===== src/rtl/seq_shift_add_multiplier.sv =====
// Sequential shift-and-add multiplier: WIDTH x WIDTH -> 2*WIDTH over WIDTH cycles with start/busy/done handshake.
// Define MULT_SIGNED_EN for two's-complement operands and product (unsigned core plus sign fix-up).
module seq_shift_add_multiplier #(
  parameter int WIDTH = 4
) (
  input  logic               clk,
  input  logic               rst,
  input  logic               start,
  input  logic [WIDTH-1:0]   a,
  input  logic [WIDTH-1:0]   b,
  output logic               busy,
  output logic               done,
  output logic [2*WIDTH-1:0] p
);

  localparam int CW = $clog2(WIDTH + 1);

  localparam logic [1:0] S_IDLE = 2'd0;
  localparam logic [1:0] S_RUN  = 2'd1;
  localparam logic [1:0] S_DONE = 2'd2;

  logic [1:0]         state_q, state_d;
  logic [WIDTH-1:0]   mcand_q, mcand_d;
  logic [WIDTH-1:0]   acc_q, acc_d;
  logic [WIDTH-1:0]   mplr_q, mplr_d;
  logic [CW-1:0]      cnt_q, cnt_d;
  logic [2*WIDTH-1:0] p_q, p_d;

  logic               accept;
  logic [WIDTH:0]     sum;
  logic [2*WIDTH-1:0] shifted;
  logic [WIDTH-1:0]   a_mag, b_mag;
  logic [2*WIDTH-1:0] result;

  // One adder step, then {carry, acc, mplr} >> 1; once the last bit is consumed this is the product.
  assign sum     = {1'b0, acc_q} + (mplr_q[0] ? {1'b0, mcand_q} : '0);
  assign shifted = {sum, mplr_q[WIDTH-1:1]};

`ifdef MULT_SIGNED_EN
  logic sign_q, sign_d;

  // |-2^(WIDTH-1)| wraps to 2^(WIDTH-1), which is exactly right when read as unsigned.
  assign a_mag  = a[WIDTH-1] ? ('0 - a) : a;
  assign b_mag  = b[WIDTH-1] ? ('0 - b) : b;
  assign sign_d = accept ? (a[WIDTH-1] ^ b[WIDTH-1]) : sign_q;
  assign result = sign_q ? ('0 - shifted) : shifted;

  always_ff @(posedge clk or posedge rst) begin
    if (rst) sign_q <= 1'b0;
    else     sign_q <= sign_d;
  end
`else
  assign a_mag  = a;
  assign b_mag  = b;
  assign result = shifted;
`endif

  assign accept = start && (state_q != S_RUN);

  always_comb begin
    // NOTE: every next-state signal takes its hold value first so no path leaves it unassigned (no latches).
    state_d = state_q;
    mcand_d = mcand_q;
    acc_d   = acc_q;
    mplr_d  = mplr_q;
    cnt_d   = cnt_q;
    p_d     = p_q;

    case (state_q)
      S_RUN: begin
        acc_d  = shifted[2*WIDTH-1:WIDTH];
        mplr_d = shifted[WIDTH-1:0];
        cnt_d  = cnt_q - CW'(1);
        if (cnt_q == CW'(1)) begin
          state_d = S_DONE;
          p_d     = result;
        end
      end
      default: begin
        if (accept) begin
          state_d = S_RUN;
          mcand_d = a_mag;
          mplr_d  = b_mag;
          acc_d   = '0;
          cnt_d   = CW'(WIDTH);
        end else begin
          state_d = S_IDLE;
        end
      end
    endcase
  end

  always_ff @(posedge clk or posedge rst) begin
    if (rst) begin
      state_q <= S_IDLE;
      mcand_q <= '0;
      acc_q   <= '0;
      mplr_q  <= '0;
      cnt_q   <= '0;
      p_q     <= '0;
    end else begin
      // NOTE: non-blocking assignments so every register samples the pre-edge values together.
      state_q <= state_d;
      mcand_q <= mcand_d;
      acc_q   <= acc_d;
      mplr_q  <= mplr_d;
      cnt_q   <= cnt_d;
      p_q     <= p_d;
    end
  end

  assign busy = (state_q == S_RUN);
  assign done = (state_q == S_DONE);
  assign p    = p_q;

endmodule


===== config.mk =====
export PLATFORM = sky130hd
export DESIGN_NAME = seq_shift_add_multiplier
export DESIGN_NICKNAME = d
export VERILOG_FILES = /design/src/rtl/seq_shift_add_multiplier.sv
export SDC_FILE = /design/constraint.sdc
export NUM_CORES = 1
export LEC_CHECK = 0
export CAP_MARGIN = 0
export CORE_AREA = 2 2 58 60
export DETAILED_ROUTE_END_ITERATION = 12
export DIE_AREA = 0 0 60 62
export GPL_ROUTABILITY_DRIVEN = 1
export SETUP_SLACK_MARGIN = 0.15
export SYNTH_ARGS = -nofsm -noshare
export SYNTH_HDL_FRONTEND = slang
export SYNTH_SLANG_ARGS = --single-unit

===== constraint.sdc =====
create_clock -name clk -period 2.8 [get_ports clk]
set_clock_uncertainty 0.1 [all_clocks]
set_input_delay 0.42 -clock clk [delete_from_list [all_inputs] [get_ports clk]]
set_output_delay 0.42 -clock clk [all_outputs]
set_load 0.02 [all_outputs]

### Yosys cells after proc, flatten, opt, wreduce, memory -nomap -nowiden

Index checks and enable logic that the tools add are counted.

| word-level totals | value |
|---|---|
| flip-flop bits (word level) | 25 |
| output and inout bits | 10 |

| cells by class | value |
|---|---|
| $add $sub $neg | 2 |
| eq/ne operators | 5 |
| muxes and demuxes | 10 |
| bitwise operators | 1 |
| reductions and logical operators | 4 |

Operators by type and width:

| cell | count |
|---|---|
| 4-bit two-way mux | 5 |
| 3-bit two-way mux | 2 |
| 4-bit by 4-bit adder with 5-bit output | 1 |
| 2-bit two-way mux | 2 |
| 2-bit by 1-bit inequality test with 1-bit output (second input constant) | 2 |
| 2-bit AND reduction | 2 |
| 3-bit by 1-bit equality test with 1-bit output (second input constant) | 1 |
| 3-bit by 1-bit subtractor with 3-bit output (second input constant) | 1 |
| 2-bit by 1-bit equality test with 1-bit output (second input constant) | 1 |
| 2-bit equality test (second input constant) | 1 |
| 2-bit nonzero test | 1 |
| 1-bit logical AND | 1 |
| 1-bit two-way mux | 1 |
| 1-bit inverter | 1 |

### Logic depth before layout (Yosys ltp)

| logic depth | value |
|---|---|
| word-level depth | 4 |
| mapped depth | 8 |

### Worst setup path after synthesis

OpenSTA, ideal clock, no wires.

| path | value |
|---|---|
| path type | register to register |
| from | register mplr_q[0] |
| to | register acc_q[3] |
| arrival time | 1.388 ns |
| data required time | 2.573 ns |
| setup slack | 1.184 ns |
| stages on the path, launching flop included | 9 |
| buffers on the path | 0 |
| path through | dfrtp_1 -> and2_1 -> ha_1 -> inv_1 -> fa_1 -> inv_1 -> a21o_1 -> a21oi_1 -> o21ai_0 |

| between the ends | value |
|---|---|
| word-level cells in the longest chain between the ends | 3 |

RTL lines:

| element | line | text |
|---|---|---|
| start, declared | 25 | `logic [WIDTH-1:0] mplr_q, mplr_d;` |
| start signal, assigned | 106 | `mplr_q <= mplr_d;` |
| 4-bit two-way mux | 36 | `assign sum = {1'b0, acc_q} + (mplr_q[0] ? {1'b0, mcand_q} : '0);` |
| 4-bit by 4-bit adder with 5-bit output | 36 |  |
| 4-bit two-way mux | 69 | `case (state_q)` |
| end signal, assigned | 97 | `acc_q <= '0;` |
| end signal, assigned | 105 | `acc_q <= acc_d;` |
| end, declared | 24 | `logic [WIDTH-1:0] acc_q, acc_d;` |

Every way passes these cells.
A chain may end at the register's enable or synchronous reset.

### Final worst setup path

| path | value |
|---|---|
| from | register state_q[1] |
| to | output busy |

| between the ends | value |
|---|---|
| word-level cells in the longest chain between the ends | 1 |

RTL lines:

| element | line | text |
|---|---|---|
| start, declared | 22 | `logic [1:0] state_q, state_d;` |
| start signal, assigned | 103 | `state_q <= state_d;` |
| 2-bit by 1-bit equality test with 1-bit output | 112 | `assign busy = (state_q == S_RUN);` |
| end, declared | 11 | `output logic busy,` |

Every way passes these cells.

==> run metrics <==
CP peak stage delay roughly 0.63 ns; Synth Cell Area about 1200 um2; cts bufs inserted 3; Ant. Diodes 0; Worst EP arrival approximately 1.7 ns; postcts setup bufs 0; fin crit share 78.9%; DRC violations left 0; CP Max Fanout 14; Die Wd approximately 60 um; CP Capture Type output port; total gr overflow 0; routed length per instance 12.6 um; status finished, final reports clean; wirelength, routed 2280 um; Rel. slew slack a little under three quarters; core area around 3200 um2; Clock Latency Late Sink ~0.31 ns; Final Power about 1.4 mW; setup repair after global routing missed its margin no; HP Class in -> async; hold buffer count at CTS 0; I/O pins 21; CTS Buffer Depth 2; Yosys warnings 0; pin count of the biggest net entering global routing 26; distinct cell type count after synthesis 26; Fmax between 0.4 and 0.5 GHz; PostCTS Resize Cnt 0; DP Worst Slack between 0.8 and 0.9 ns; drt pass-1 iters 4; row cnt 21; register area share after synthesis around 52%; Clk pin slew, worst setup/hold paths around 0.14 ns; crit path cell chain nand2b_4, inv_4, clkdlybuf4s50_1; I/O Buffers 20; starting density of the core a little under two fifths; peak supply drop 0.000381 V; vias in the first global route 860; Vias/cell about 4.6; crit path time final ~2.2 ns; nets@finish about 150; area delta synth->final 21.3%; Yosys top cell area share between 50% and 60%; DP Wirelength about 1700 um; 1st-iter DRT viols 12; Final WS setup roughly 0.59 ns; Post-Layout Inst Area about 1500 um2; share of layout cells above drive strength 1 between 10% and 20%; DP Cell Count approximately 180; Die Height ~62 um; Setup Crit Path Kind reg -> out; CTS sink count 25; CTS tree built; vias after detailed routing roughly 830; final setup fails 0; worst r2r path cells 8; critical path launch point type flip-flop; syn_nets approximately 130; Setup TNS 0 ns; Avg Cell Area, Syn 10.7 um2; Total GRT Usage between 10% and 20%; H-tree Lvls 1; most frequent cells in the layout 25 x nand2_1, 25 x dfrtp_1, 20 x clkdlybuf4s50_1; Post-Syn Instances 113; Synth Register Bits 25; Yosys top cell by area dfrtp_1; P_leak approximately 0.7 nW; die area 3720 um2; Hold Fails Final Rpt 0; Power Density between 900 and 1000 nW/um2; slew of the pin with the lowest slew margin between 0.4 and 0.5 ns; Placer Congestion between 0.6 and 0.7; MaxCap Viol Count 0; Pins Over Slew Limit 0; Final Non-Filler Cells 180; CP required approximately 2.3 ns; DRT antenna net count 0; Cell Area, Placed roughly 1400 um2; Root Driver clkbuf_4; first-pass GRT wire length ~3900 um; initial antenna violation count 0; slowest CP cell clkdlybuf4s50_1; ranking of synthesized cells by area dfrtp_1 52%, nand2_1 7.8%, ha_1 6.2%
## worst max-delay path, delay by kind of cell (launching register included)
family | cells | cell delay [ns]
and+or+nand+nor | 1 | 0.20
DFF | 1 | 0.40
buffers and inverters | 2 | 0.78
## logic make-up (layout without fill, tap and decap cells)
| group | Yosys count | in the layout | share of synthesized area (%) |
|---|---|---|---|
| and+or+nand+nor | 39 | 39 | 16.6 |
| DFF | 25 | 25 | 51.8 |
| AOI/OAI and AO/OA | 19 | 19 | 9.43 |
| buffers and inverters | 13 | 34 | 5.80 |
| muxes | 8 | 8 | 7.05 |
| adders and majority gates | 7 | 7 | 7.88 |
| xor gates and xnor gates | 2 | 2 | 1.45 |
## worst paths after layout
check	from	endpoint	slack [ns]
max	state_q[1]	busy	0.59
min	rst	p[0]	0.33
min reg2reg	p[7]	p[7]	0.39
min in group clk	p[7]	p[7]	0.39
max reg2reg	mplr_q[0]	acc_q[3]	0.98
max in group asynchronous	rst	mplr_q[3]	2.03
## layer usage
layer	part of all wire, %	up-vias	GRT usage (%)
met5	0	-	0
met4	0.44	0	4.44
met3	3.3	2	3.73
met2	47	17	23.3
met1	49	396	18.5
li1	-	411	-
## synthesized netlist by cell type, drive strengths merged
| master | count |
|---|---|
| and2b | 1 |
| inv | 9 |
| nor2 | 3 |
| dfrtp | 25 |
| a21oi | 2 |
| nand2b | 1 |
| buf | 4 |
| o21ai | 14 |
| and2 | 3 |
| nand3b | 4 |
| mux2i | 4 |
| or3 | 2 |
| nand2 | 25 |
| xor2 | 2 |
| a21o | 2 |
| ha | 6 |
| mux2 | 4 |
| fa | 1 |
| o31ai | 1 |
## power breakdown
part | internal (mW) | total [mW] | leakage, nW | switching (mW)
Clock | 0.0556 | 0.163 | 0.0150 | 0.107
Combinational | 0.292 | 0.663 | 0.383 | 0.372
Sequential | 0.508 | 0.594 | 0.316 | 0.0860
## through the flow
stage / util [%] / hold WS, ns
6_report: 46.1 / 0.329
3_5_place_dp: 45.3 / 0.366
3_3_place_gp: 45.3 / 0.362
2_1_floorplan: - / 0.347
5_1_grt: 46.1 / 0.375
4_1_cts: 46.1 / 0.341
## final cells by class
| type | instances | area, um2 |
|---|---|---|
| Tap cell | 46 | 57.6 |
| Multi-Input combinational cell | 75 | 512 |
| Clock buffer | 4 | 26.3 |
| Timing Repair Buffer | 21 | 208 |
| Sequential cell | 25 | 626 |
| Fill cell | 307 | 1710 |
| Inverter | 9 | 36.3 |
## flip-flops by register name (all words and copies together), names as in the netlist
register and count:
acc_q 4, cnt_q 3, mcand_q 4, mplr_q 4, p 8, state_q 2
Note: power is estimated with default switching activity, not from simulation.
